[config.mk]
export PLATFORM = sky130hd
export DESIGN_NAME = pad_input_filter
export DESIGN_NICKNAME = d
export VERILOG_FILES = /design/src/rtl/pad_input_filter_pkg.sv /design/src/rtl/pad_filter_bit.sv /design/src/rtl/pad_input_filter.sv
export SDC_FILE = /design/constraint.sdc
export NUM_CORES = 1
export LEC_CHECK = 0
export ABC_AREA = 1
export BUFFER_PORTS_ARGS = -buffer_cell sky130_fd_sc_hd__buf_2
export CAP_MARGIN = 5
export CORE_MARGIN = 2
export CORE_UTILIZATION = 40
export CTS_CLUSTER_SIZE = 16
export DETAILED_ROUTE_END_ITERATION = 8
export GPL_TIMING_DRIVEN = 1
export PLACE_DENSITY = 0.62
export SLEW_MARGIN = 20
export SYNTH_ARGS = -nofsm -noshare
export SYNTH_HDL_FRONTEND = slang
export SYNTH_SLANG_ARGS = --single-unit
[constraint.sdc]
create_clock -name clk_i -period 2 [get_ports clk_i]
set_input_delay 0.5 -clock clk_i [delete_from_list [all_inputs] [get_ports clk_i]]
set_output_delay 0.5 -clock clk_i [all_outputs]
set_load 0.05 [all_outputs]
[src/rtl/pad_input_filter_pkg.sv]
// Shared types and default sizes for the pad input filter: per-pad debounce
// state encoding and the default pad count / counter width.
package pad_input_filter_pkg;

  typedef enum logic {
    FILT_STABLE,
    FILT_SETTLING
  } filt_state_e;

  localparam int PAD_FILT_CNT_W  = 16;
  localparam int PAD_FILT_NUM_IN = 4;

endpackage : pad_input_filter_pkg

[src/rtl/pad_filter_bit.sv]
// One pad: 2-flop synchronizer, counter-based debouncer and registered
// rise/fall pulses that line up with the change of level_o.
module pad_filter_bit
  import pad_input_filter_pkg::*;
#(
  parameter int CNT_W = PAD_FILT_CNT_W
) (
  input  logic             clk_i,
  input  logic             rst_ni,
  input  logic             pad_i,
  input  logic             en_i,
  input  logic [CNT_W-1:0] thr_i,
  output logic             level_o,
  output logic             rise_o,
  output logic             fall_o
);

  logic             s1_q;
  logic             sync_q;
  logic             stable_q;
  logic             stable_d;
  logic [CNT_W-1:0] cnt_q;
  logic [CNT_W-1:0] cnt_d;
  filt_state_e      state;

  // The state is implied by the sampled pad disagreeing with the accepted level.
  assign state = (en_i && (sync_q != stable_q)) ? FILT_SETTLING : FILT_STABLE;

  always_comb begin
    // NOTE: every output of this block gets a default first so no path leaves
    // it unassigned, which would otherwise infer a latch.
    stable_d = stable_q;
    cnt_d    = '0;
    if (!en_i) begin
      stable_d = sync_q;
    end else begin
      case (state)
        FILT_SETTLING: begin
          // >= rather than == so that lowering the threshold mid-count
          // accepts at once instead of waiting for a wrap that never comes.
          if (cnt_q >= thr_i) stable_d = sync_q;
          else                cnt_d    = cnt_q + CNT_W'(1);
        end
        default: cnt_d = '0;
      endcase
    end
  end

  // NOTE: sequential state uses non-blocking assignments so every flop samples
  // the pre-edge values, which is what makes s1 -> s2 a real two-stage chain.
  always_ff @(posedge clk_i or negedge rst_ni) begin
    if (!rst_ni) begin
      s1_q     <= 1'b0;
      sync_q   <= 1'b0;
      stable_q <= 1'b0;
      cnt_q    <= '0;
      rise_o   <= 1'b0;
      fall_o   <= 1'b0;
    end else begin
      s1_q     <= pad_i;
      sync_q   <= s1_q;
      stable_q <= stable_d;
      cnt_q    <= cnt_d;
      rise_o   <= stable_d & ~stable_q;
      fall_o   <= ~stable_d & stable_q;
    end
  end

  assign level_o = stable_q;

endmodule : pad_filter_bit

[src/rtl/pad_input_filter.sv]
// Bank of independent pad filters: makes asynchronous pad levels safe for the
// core clock domain and produces single-cycle edge events per pad.
module pad_input_filter
  import pad_input_filter_pkg::*;
#(
  parameter int NUM_IN = PAD_FILT_NUM_IN,
  parameter int CNT_W  = PAD_FILT_CNT_W
) (
  input  logic              clk_i,
  input  logic              rst_ni,
  input  logic [NUM_IN-1:0] pads_i,
  input  logic [NUM_IN-1:0] filt_en_i,
  input  logic [CNT_W-1:0]  debounce_cycles_i,
  output logic [NUM_IN-1:0] pads_o,
  output logic [NUM_IN-1:0] rise_o,
  output logic [NUM_IN-1:0] fall_o
);

  for (genvar i = 0; i < NUM_IN; i++) begin : g_pad
    pad_filter_bit #(
      .CNT_W(CNT_W)
    ) u_bit (
      .clk_i  (clk_i),
      .rst_ni (rst_ni),
      .pad_i  (pads_i[i]),
      .en_i   (filt_en_i[i]),
      .thr_i  (debounce_cycles_i),
      .level_o(pads_o[i]),
      .rise_o (rise_o[i]),
      .fall_o (fall_o[i])
    );
  end

endmodule : pad_input_filter

==> results.sh, run 1 <==
export IMPL_die_h_um=124
export IMPL_synth_area_mm2=0.00580
export IMPL_overflow=0
export IMPL_p_sw_mw=0.999
export IMPL_r2r_end="g_pad[0].u_bit.level_o"
export IMPL_fill_cells=1427
export IMPL_antenna_cells=0
export IMPL_viasPerCell=4.70
export IMPL_p_seq_frac=0.450
export IMPL_leakagePower_nw=3.36
export IMPL_grt_pass1_wl_um=20600
export IMPL_cts_sinks=84
export IMPL_place_congestion=0.853
export IMPL_syn_to_final_growth_pct=13.3
export IMPL_vdd_ir_drop_max_uv=464
export IMPL_min_path_type="in -> async"
export IMPL_clkLatencyLatePin_ps=350
export IMPL_clk_pin_slew_ps=60
export IMPL_syn_avg_cell_area_um2=8.18
export IMPL_critPathMaxFanout=5
export IMPL_comb_power_share=0.110
export IMPL_yosysWarnings=0
export IMPL_htree_levels=3
export IMPL_post_cts_buffers=0
export IMPL_cts_hold_buffers=0
export IMPL_drv_slew=0
export IMPL_clk_path_buf_depth=2
export IMPL_grtUsageTotal=0.166
export IMPL_first_global_vias=4249
export IMPL_routedWlPerCell_um=12.9
export IMPL_coreArea_mm2=0.0144
export IMPL_die_area_mm2=0.0155
export IMPL_numPortBuffers=37
export IMPL_synth_nets=803
export IMPL_first_iter_violations=138
export IMPL_drive_gt1_frac=0.182
export IMPL_ff2ff_setup_slack_ps=200
export IMPL_die_w_um=124
export IMPL_dpl_hpwl_um=9310
export IMPL_start_util=0.404
export IMPL_num_rows=44
export IMPL_end_kind="flip-flop"
export IMPL_sw_frac_of_total=0.256
export IMPL_grt_util_met1=0.226
export IMPL_cts_tree="built"
export IMPL_post_cts_resized=0
export IMPL_grt_max_degree=32
export IMPL_cts_root_buffer="clkbuf_16"
export IMPL_crit_arrival_ps=2060
export IMPL_fin_crit_sh=0.902
export IMPL_final_hold_viol_count=0
export IMPL_worst_slew_pin_slew_ps=431
export IMPL_slew_headroom=0.712
export IMPL_power_density_mw_per_mm2=593
export IMPL_outcome="completed"
export IMPL_fmax_mhz=554
export IMPL_dr_pass1_iters=7
export IMPL_totalPowerFinal_mw=3.90
export IMPL_synth_cell_types=33
export IMPL_tns_ps=0
export IMPL_ys_ff_latch=84
export IMPL_setup_violations=0
export IMPL_p_int_mw=2.90
export IMPL_final_seq_area_mm2=0.00210
export IMPL_grtUsageMet2=0.266
export IMPL_reg2reg_from="g_pad[0].u_bit.cnt_q[7]"
export IMPL_skew_ps=7.77
export IMPL_cp_start_kind="flip-flop"
export IMPL_min_period_ps=1800
export IMPL_clockPowerShare=0.440
export IMPL_worst_ep_required_time_ps=2250
export IMPL_max_cap_viol_count=0
export IMPL_vias=4452
export IMPL_final_antenna_net_count=0
export IMPL_path_class="reg -> reg"
export IMPL_final_nets=853
export IMPL_antenna_found_initial=0
export IMPL_multi_input_area_mm2=0.00319
export IMPL_remaining_drc_errors=0
export IMPL_busiest_layer="met2"
export IMPL_use_met3=0.0258
export IMPL_syn_inst=709
export IMPL_hold_ws_ps=87.2
export IMPL_r2r_cells=12
export IMPL_cts_buffers=9
export IMPL_seq_area_frac_synth=0.362
export IMPL_drt_wl_total_um=12200
export IMPL_io_pins=38
export IMPL_rsz0062_at_grt="false"
[per-layer routing]
layer	vias to the layer above	routed length (um)
met2	66	5650
met1	2051	5850
li1	2316	-
met5	-	0
met3	19	438
met4	0	306
[critical path, cell delays in order, from the launching register on]
cell and delay [ps]:
dfrtp_1 450, ha_1 320, nand2_1 70, nor2_1 150
and2_1 140, nor2_1 40, nand2_1 90, nand2_2 100
buf_4 160, nand2_1 50, nand2_1 60, nand2_1 50
inv_1 30
[logic make-up (layout without fill, tap and decap cells)]
family | Yosys count | count (layout) | synth area share
adders and majority gates | 68 | 68 | 0.147
buffers and inverters | 119 | 173 | 0.0899
and+or+nand+nor | 350 | 351 | 0.285
DFF | 84 | 84 | 0.362
AOI/OAI and AO/OA | 39 | 39 | 0.0423
xor gates and xnor gates | 49 | 49 | 0.0740
[area by class of cell]
cell class	count	area share
multi-input cells	507	0.485
flip-flops and latches	84	0.320
inverters	103	0.0588
repair buffers	54	0.0556
clock buffers	12	0.0390
well taps	184	0.0350
clock inverters	4	0.00723
[state kept, by name, indices dropped and copies added (netlist names)]
register,flops
g_pad.u_bit.cnt_q,64
g_pad.u_bit.fall_o,4
g_pad.u_bit.level_o,4
g_pad.u_bit.rise_o,4
g_pad.u_bit.s1_q,4
g_pad.u_bit.sync_q,4
[how the worst max path moves through the flow]
stage | startpoint | endpoint | slack [ps] | depth (start not counted)
after floorplan | debounce_cycles_i[11] | g_pad[3].u_bit.cnt_q[5] | 260 | 9
after global placement | debounce_cycles_i[7] | g_pad[0].u_bit.cnt_q[1] | -100 | 11
after detailed placement | debounce_cycles_i[7] | g_pad[0].u_bit.cnt_q[0] | -120 | 11
after CTS | g_pad[0].u_bit.cnt_q[7] | g_pad[0].u_bit.level_o | 180 | 12
after global routing | g_pad[0].u_bit.cnt_q[7] | g_pad[0].u_bit.cnt_q[9] | 30 | 9
final | g_pad[0].u_bit.cnt_q[7] | g_pad[0].u_bit.level_o | 200 | 12
[synth_stat cells, drive strengths merged]
cell,n,area [um^2]
nor3,11,81.3
o21ai,9,48.8
nand2,167,644
nor2,121,579
and2,2,12.5
dfrtp,84,2100
xnor2,14,123
o21bai,4,33.8
nand4,11,68.8
and3,1,6.26
o21a,1,7.51
inv,103,387
buf,16,135
ha,68,851
nand3,35,228
nand3b,1,20.0
nor4,1,12.5
xor2,35,307
a21oi,25,155
[cells in the final DEF, fill, tap and decap left out, drive strengths merged, types with 2 or more instances in the layout]
cell	netlist	layout
clkbuf	0	12
o21bai	4	4
buf	16	54
o21ai	9	9
nand3	35	36
a21oi	25	25
nand4	11	11
inv	103	103
xnor2	14	14
xor2	35	35
clkinv	0	2
dfrtp	84	84
ha	68	68
nor3	11	11
and2	2	2
nor2	121	121
nand2	167	167
[power by group through the flow]
| stage | clock network, mW | registers (mW) | logic (mW) |
|---|---|---|---|
| detailed placement | 0 | 1.79 | 0.432 |
| global placement | 0 | 1.79 | 0.430 |
| finish | 1.72 | 1.75 | 0.429 |
| floorplan | 0 | 1.78 | 0.301 |
| global route | 1.83 | 1.76 | 0.490 |
| CTS | 1.76 | 1.75 | 0.434 |
[stage by stage]
step                 util  setup slack (ps)  area, um^2  std cells
floorplan               -               262        5800        709
global placement    0.436              -101        6260        931
CTS                 0.457               178        6570        947
finish              0.458               195        6580        948
global route        0.458              31.8        6580        948
detailed placement  0.436              -123        6260        931
Power figures use the tool's default switching activity.
==> inputs of run 2 (changes only) <==
--- a/config.mk
+++ b/config.mk
@@ -6,7 +6,7 @@
 export NUM_CORES = 1
 export LEC_CHECK = 0
 export ABC_AREA = 1
-export BUFFER_PORTS_ARGS = -buffer_cell sky130_fd_sc_hd__buf_2
+export BUFFER_PORTS_ARGS = -buffer_cell sky130_fd_sc_hd__buf_4
 export CAP_MARGIN = 5
 export CORE_MARGIN = 2
 export CORE_UTILIZATION = 40
==> run 2 against run 1 <==
Via count fell by 1.9%. Largest power group is now the clock network. Worst setup slack worse by 9.4 ps. Clock power rose by 4%. Combinational power grew 8.2%.
==> results.sh, run 2 (same netlist as run 1, synthesis figures left out) <==
export IMPL_die_area_mm2=0.0155
export IMPL_leakagePower_nw=3.41
export IMPL_end_kind="flip-flop"
export IMPL_num_rows=44
export IMPL_fill_cells=1388
export IMPL_fin_crit_sh=0.907
export IMPL_numPortBuffers=37
export IMPL_vias=4366
export IMPL_overflow=0
export IMPL_start_util=0.404
export IMPL_drv_slew=0
export IMPL_viasPerCell=4.59
export IMPL_first_iter_violations=161
export IMPL_min_path_type="in -> async"
export IMPL_first_global_vias=4244
export IMPL_grtUsageTotal=0.168
export IMPL_power_density_mw_per_mm2=596
export IMPL_coreArea_mm2=0.0144
export IMPL_drive_gt1_frac=0.188
export IMPL_die_w_um=124
export IMPL_layout_commonest_cell="nand2_1"
export IMPL_largest_register_ffs=64
export IMPL_path_class="reg -> reg"
export IMPL_cts_tree="built"
export IMPL_cts_hold_buffers=0
export IMPL_skew_ps=3.03
export IMPL_worst_slew_pin_slew_ps=291
export IMPL_fmax_mhz=551
export IMPL_cts_sinks=84
export IMPL_pre_cts_slack_ps=-158
export IMPL_max_cap_viol_count=0
export IMPL_post_cts_buffers=0
export IMPL_remaining_drc_errors=0
export IMPL_crit_path_top_delay_cell="dfrtp_1"
export IMPL_p_sw_mw=1.02
export IMPL_routedWlPerCell_um=12.7
export IMPL_worst_slack_ps=186
export IMPL_p_seq_frac=0.438
export IMPL_vdd_ir_drop_max_uv=369
export IMPL_die_h_um=124
export IMPL_io_pins=38
export IMPL_comb_power_share=0.116
export IMPL_p_int_mw=2.99
export IMPL_syn_to_final_growth_pct=15.8
export IMPL_dr_pass1_iters=4
export IMPL_final_hold_viol_count=0
export IMPL_place_congestion=0.800
export IMPL_crit_arrival_ps=2080
export IMPL_cts_root_buffer="clkbuf_16"
export IMPL_dpl_hpwl_um=9530
export IMPL_clk_pin_slew_ps=60
export IMPL_critical_path_buf_inv_count=0
export IMPL_top_register="g_pad.u_bit.cnt_q"
export IMPL_grt_pass1_wl_um=20800
export IMPL_final_antenna_net_count=0
export IMPL_drt_wl_total_um=12100
export IMPL_clockPowerShare=0.446
export IMPL_final_nets=857
export IMPL_slew_headroom=0.806
export IMPL_outcome="completed"
export IMPL_fin_cells=952
export IMPL_worst_ep_required_time_ps=2270
export IMPL_final_util=0.468
export IMPL_cts_buffers=9
export IMPL_rsz0062_at_grt="false"
export IMPL_antenna_found_initial=0
export IMPL_post_cts_resized=0
export IMPL_critPathMaxFanout=16
export IMPL_dp_cells=936
export IMPL_min_period_ps=1810
export IMPL_slowest_delay_ps=440
export IMPL_totalPowerFinal_mw=4.01
export IMPL_clkLatencyLatePin_ps=350
export IMPL_hold_ws_ps=27.9
export IMPL_sw_frac_of_total=0.254
export IMPL_setup_violations=0
export IMPL_grt_max_degree=36
export IMPL_cp_top_family="simple AND/OR/NAND/NOR gates"
export IMPL_antenna_cells=0
export IMPL_path_cells="ha_1 -> nand2_1 -> nor2_1 -> and2_1 -> nor2_1 -> nand2_1 -> nand2_2 -> nand3_4 -> nor2_1"
export IMPL_cpMostUsedCell="nor2_1"
export IMPL_htree_levels=3
export IMPL_layout_common_cells="160 x nand2_1, 101 x inv_1, 84 x dfrtp_1"
export IMPL_clk_path_buf_depth=2
export IMPL_cp_start_kind="flip-flop"
[run 2: cell types whose count changed in the layout (fill, tap and decap cells not counted)]
cell	change
buf_2	-36
clkbuf_1	-1
clkinv_4	+1
buf_4	+40
bufinv_16	+1
clkbuf_8	-2
nand3_2	-1
clkinv_2	+1
buf_12	+1
[run 2: area by class of cell]
class	instances	area, um^2	share of cell area
inverters	103	387	0.0575
clock buffers	9	225	0.0335
multi-input cells	506	3180	0.473
repair buffers	59	505	0.0752
flip-flops and latches	84	2100	0.313
well taps	184	230	0.0343
clock inverters	7	91.3	0.0136
[run 2: through the flow]
step / TNS (ps) / area, um^2
global route: 0 / 6720
detailed placement: -6020 / 6400
CTS: 0 / 6720
global placement: -3800 / 6400
floorplan: 0 / 5800
finish: 0 / 6720
[run 2: final timing paths]
kind	start	end	slack (ps)	cells after the start
setup reg to reg	g_pad[1].u_bit.cnt_q[3]	g_pad[1].u_bit.cnt_q[12]	190	9
hold / removal	rst_ni	g_pad[2].u_bit.level_o	30	1
min in group clk_i	pads_i[1]	g_pad[1].u_bit.s1_q	250	1
max in group asynchronous	rst_ni	g_pad[0].u_bit.cnt_q[13]	1440	2
hold reg to reg	g_pad[3].u_bit.s1_q	g_pad[3].u_bit.sync_q	350	0
setup / recovery	g_pad[1].u_bit.cnt_q[3]	g_pad[1].u_bit.cnt_q[12]	190	9
[run 2: power by group through the flow]
stage	combinational (mW)	clock (mW)	sequential [mW]
2_1_floorplan	0.301	0	1.78
3_3_place_gp	0.468	0	1.79
3_5_place_dp	0.472	0	1.79
4_1_cts	0.474	1.84	1.75
5_1_grt	0.524	1.89	1.76
6_report	0.464	1.79	1.75
[run 2: worst reg2reg max path, cell delays in order, from the launching register on]
cell     delay, ps
dfrtp_1        440
ha_1           320
nand2_1         90
nor2_1          50
and2_1         150
nor2_1          80
nand2_1         80
nand2_2        100
nand3_4        210
nor2_1         220
[run 2: metal layers]
layer  track usage  routed length, um
met1         0.227               5920
met2         0.272               5680
met3        0.0262                314
met4        0.0635                210
met5             0                  0
==> inputs of run 3 (changes only) <==
--- a/config.mk
+++ b/config.mk
@@ -13,8 +13,9 @@
 export CTS_CLUSTER_SIZE = 16
 export DETAILED_ROUTE_END_ITERATION = 8
 export GPL_TIMING_DRIVEN = 1
-export PLACE_DENSITY = 0.62
+export PLACE_DENSITY = 0.61
 export SLEW_MARGIN = 20
 export SYNTH_ARGS = -nofsm -noshare
 export SYNTH_HDL_FRONTEND = slang
+export SYNTH_HIERARCHICAL = 1
 export SYNTH_SLANG_ARGS = --single-unit
==> run 3 against run 2 <==
Worst setup slack better by 39 ps. Critical path depth rose by 2. Register-to-register slack improved by 40 ps. Area after synthesis grew 4.7%. Clock skew up 4.6 ps. Clock-buffer cell count grew 3. Sequential power is essentially flat. Non-clock buffer count down 1. Largest power group unchanged. Highest routed layer unchanged.
==> results.sh, run 3 <==
export IMPL_synth_area_leaders="dfrtp_1 35%, ha_1 14%, inv_1 8.1%, nand2_1 8.0%, nor2_4 5.7%"
export IMPL_crit_arrival_ps=2050
export IMPL_synth_area_mm2=0.00607
export IMPL_synth_ff_type="dfrtp_1"
export IMPL_htree_levels=3
export IMPL_post_cts_resized=0
export IMPL_rsz0062_at_grt="false"
export IMPL_fmax_mhz=563
export IMPL_post_dp_cell_area_mm2=0.00675
export IMPL_ys_ff_latch=84
export IMPL_dpl_hpwl_um=9670
export IMPL_layout_common_cells="131 x inv_1, 129 x nand2_1, 84 x dfrtp_1"
export IMPL_r2r_end="g_pad[0].u_bit/cnt_q[14]"
export IMPL_io_pins=38
export IMPL_top_register="g_pad.u_bit/cnt_q"
export IMPL_die_h_um=127
export IMPL_seq_area_frac_synth=0.346
export IMPL_min_path_type="in -> async"
export IMPL_antenna_cells=0
export IMPL_cts_buffers=9
export IMPL_critPathMaxFanout=6
export IMPL_synth_cell_types=29
export IMPL_slew_headroom=0.740
export IMPL_end_kind="flip-flop"
export IMPL_clkLatencyLatePin_ps=350
export IMPL_cts_hold_buffers=0
export IMPL_syn_avg_cell_area_um2=8.41
export IMPL_setup_violations=0
export IMPL_die_area_mm2=0.0162
export IMPL_routedWlPerCell_um=12.5
export IMPL_worst_slack_ps=225
export IMPL_num_rows=45
export IMPL_vdd_ir_drop_max_uv=346
export IMPL_viasPerCell=4.54
export IMPL_yosysTopAreaCellShare=0.346
export IMPL_synth_most_common_cell="inv_1"
export IMPL_skew_ps=7.67
export IMPL_leakagePower_nw=3.67
export IMPL_worst_slew_pin_slew_ps=390
export IMPL_tns_ps=0
export IMPL_grt_pass1_wl_um=21000
export IMPL_start_util=0.404
export IMPL_die_w_um=127
export IMPL_overflow=0
export IMPL_synth_nets=816
export IMPL_final_area_mm2=0.00707
export IMPL_yosys_top_cells_count="131 x inv_1, 129 x nand2_1, 84 x dfrtp_1"
export IMPL_first_iter_violations=183
export IMPL_coreArea_mm2=0.0150
export IMPL_final_nets=881
export IMPL_reg2reg_from="g_pad[0].u_bit/cnt_q[3]"
export IMPL_remaining_drc_errors=0
export IMPL_final_antenna_net_count=0
export IMPL_first_global_vias=4310
export IMPL_min_period_ps=1780
export IMPL_cts_sinks=84
export IMPL_async_reset_ff_frac=1.00
export IMPL_synth_top_cell_by_area="dfrtp_1"
export IMPL_ff2ff_setup_slack_ps=220
export IMPL_largest_register_ffs=64
export IMPL_drv_slew=0
export IMPL_grt_max_degree=43
export IMPL_syn_to_final_growth_pct=16.4
export IMPL_clk_pin_slew_ps=70
export IMPL_syn_inst=722
export IMPL_max_cap_viol_count=0
export IMPL_yosysWarnings=6
export IMPL_post_cts_buffers=0
export IMPL_grtUsageTotal=0.165
export IMPL_cts_tree="built"
export IMPL_pre_cts_slack_ps=-70.0
export IMPL_drive_gt1_frac=0.226
export IMPL_worst_ep_required_time_ps=2280
export IMPL_drt_wl_total_um=12300
export IMPL_cp_start_kind="flip-flop"
export IMPL_antenna_found_initial=0
export IMPL_fin_crit_sh=0.888
export IMPL_path_class="reg -> reg"
export IMPL_power_density_mw_per_mm2=572
export IMPL_layout_commonest_cell="inv_1"
export IMPL_r2r_cells=11
export IMPL_place_congestion=0.792
export IMPL_dr_pass1_iters=4
export IMPL_synth_edf_count=0
export IMPL_final_hold_viol_count=0
export IMPL_cts_root_buffer="clkbuf_16"
export IMPL_vias=4446
export IMPL_clk_path_buf_depth=2
export IMPL_numPortBuffers=37
export IMPL_outcome="completed"
-- run 3: worst max path at each step --
stage	startpoint	end	slack [ps]	cells past startpoint
after floorplan	debounce_cycles_i[13]	g_pad[0].u_bit/cnt_q[9]	320	10
after global placement	debounce_cycles_i[3]	g_pad[1].u_bit/cnt_q[13]	-30	13
after detailed placement	debounce_cycles_i[3]	g_pad[1].u_bit/cnt_q[0]	-70	13
after CTS	g_pad[1].u_bit/cnt_q[9]	g_pad[1].u_bit/cnt_q[0]	190	8
after global routing	g_pad[0].u_bit/cnt_q[3]	g_pad[0].u_bit/cnt_q[14]	40	11
final	g_pad[0].u_bit/cnt_q[3]	g_pad[0].u_bit/cnt_q[14]	220	11
-- run 3: report_power, final --
| part | internal (mW) | total (mW) | switching (mW) |
|---|---|---|---|
| sequential | 1.73 | 1.75 | 0.0192 |
| combinational | 0.197 | 0.524 | 0.327 |
| clock | 1.08 | 1.77 | 0.693 |
-- run 3: layout make-up --
class	count	area [um^2]
tap	188	235
fill	1451	7970
multi-input combinational	487	3350
clock inverter	4	55.1
timing repair buffer	58	510
sequential	84	2100
clock buffer	12	267
inverter	147	552
-- run 3: cells by family (layout without fill, tap and decap cells) --
logic type      after synthesis  count (layout)  synth area share
compound gates               39              39            0.0478
xor+xnor                     49              49            0.0707
simple gates                331             331             0.293
fa+ha+maj                    68              68             0.140
buf+inv                     151             221             0.103
flops                        84              84             0.346
-- run 3: critical path, stage by stage (launching register included) --
cell     delay, ps
dfrtp_1        440
ha_1           310
nand2_1         90
nor2_1          50
nor2_1          80
nand2_1         90
nand2_1         70
nand2_1         70
nand2_2         90
nand3_4        150
buf_12         180
nor2_1         100
-- run 3: layer usage --
metal | wire length [um] | GRT usage | up-vias
li1 | - | - | 2351
met5 | 0 | 0 | -
met3 | 211 | 0.0239 | 15
met2 | 6120 | 0.280 | 32
met1 | 5660 | 0.212 | 2048
met4 | 272 | 0.0666 | 0
-- run 3: stage by stage --
stage	util	power [mW]	hold slack, ps	std cells
after global routing	0.470	4.24	103	980
after global placement	0.449	2.31	333	964
after CTS	0.470	4.11	83.3	980
after detailed placement	0.449	2.32	336	964
after floorplan	-	2.10	204	722
final	0.470	4.04	80.1	980
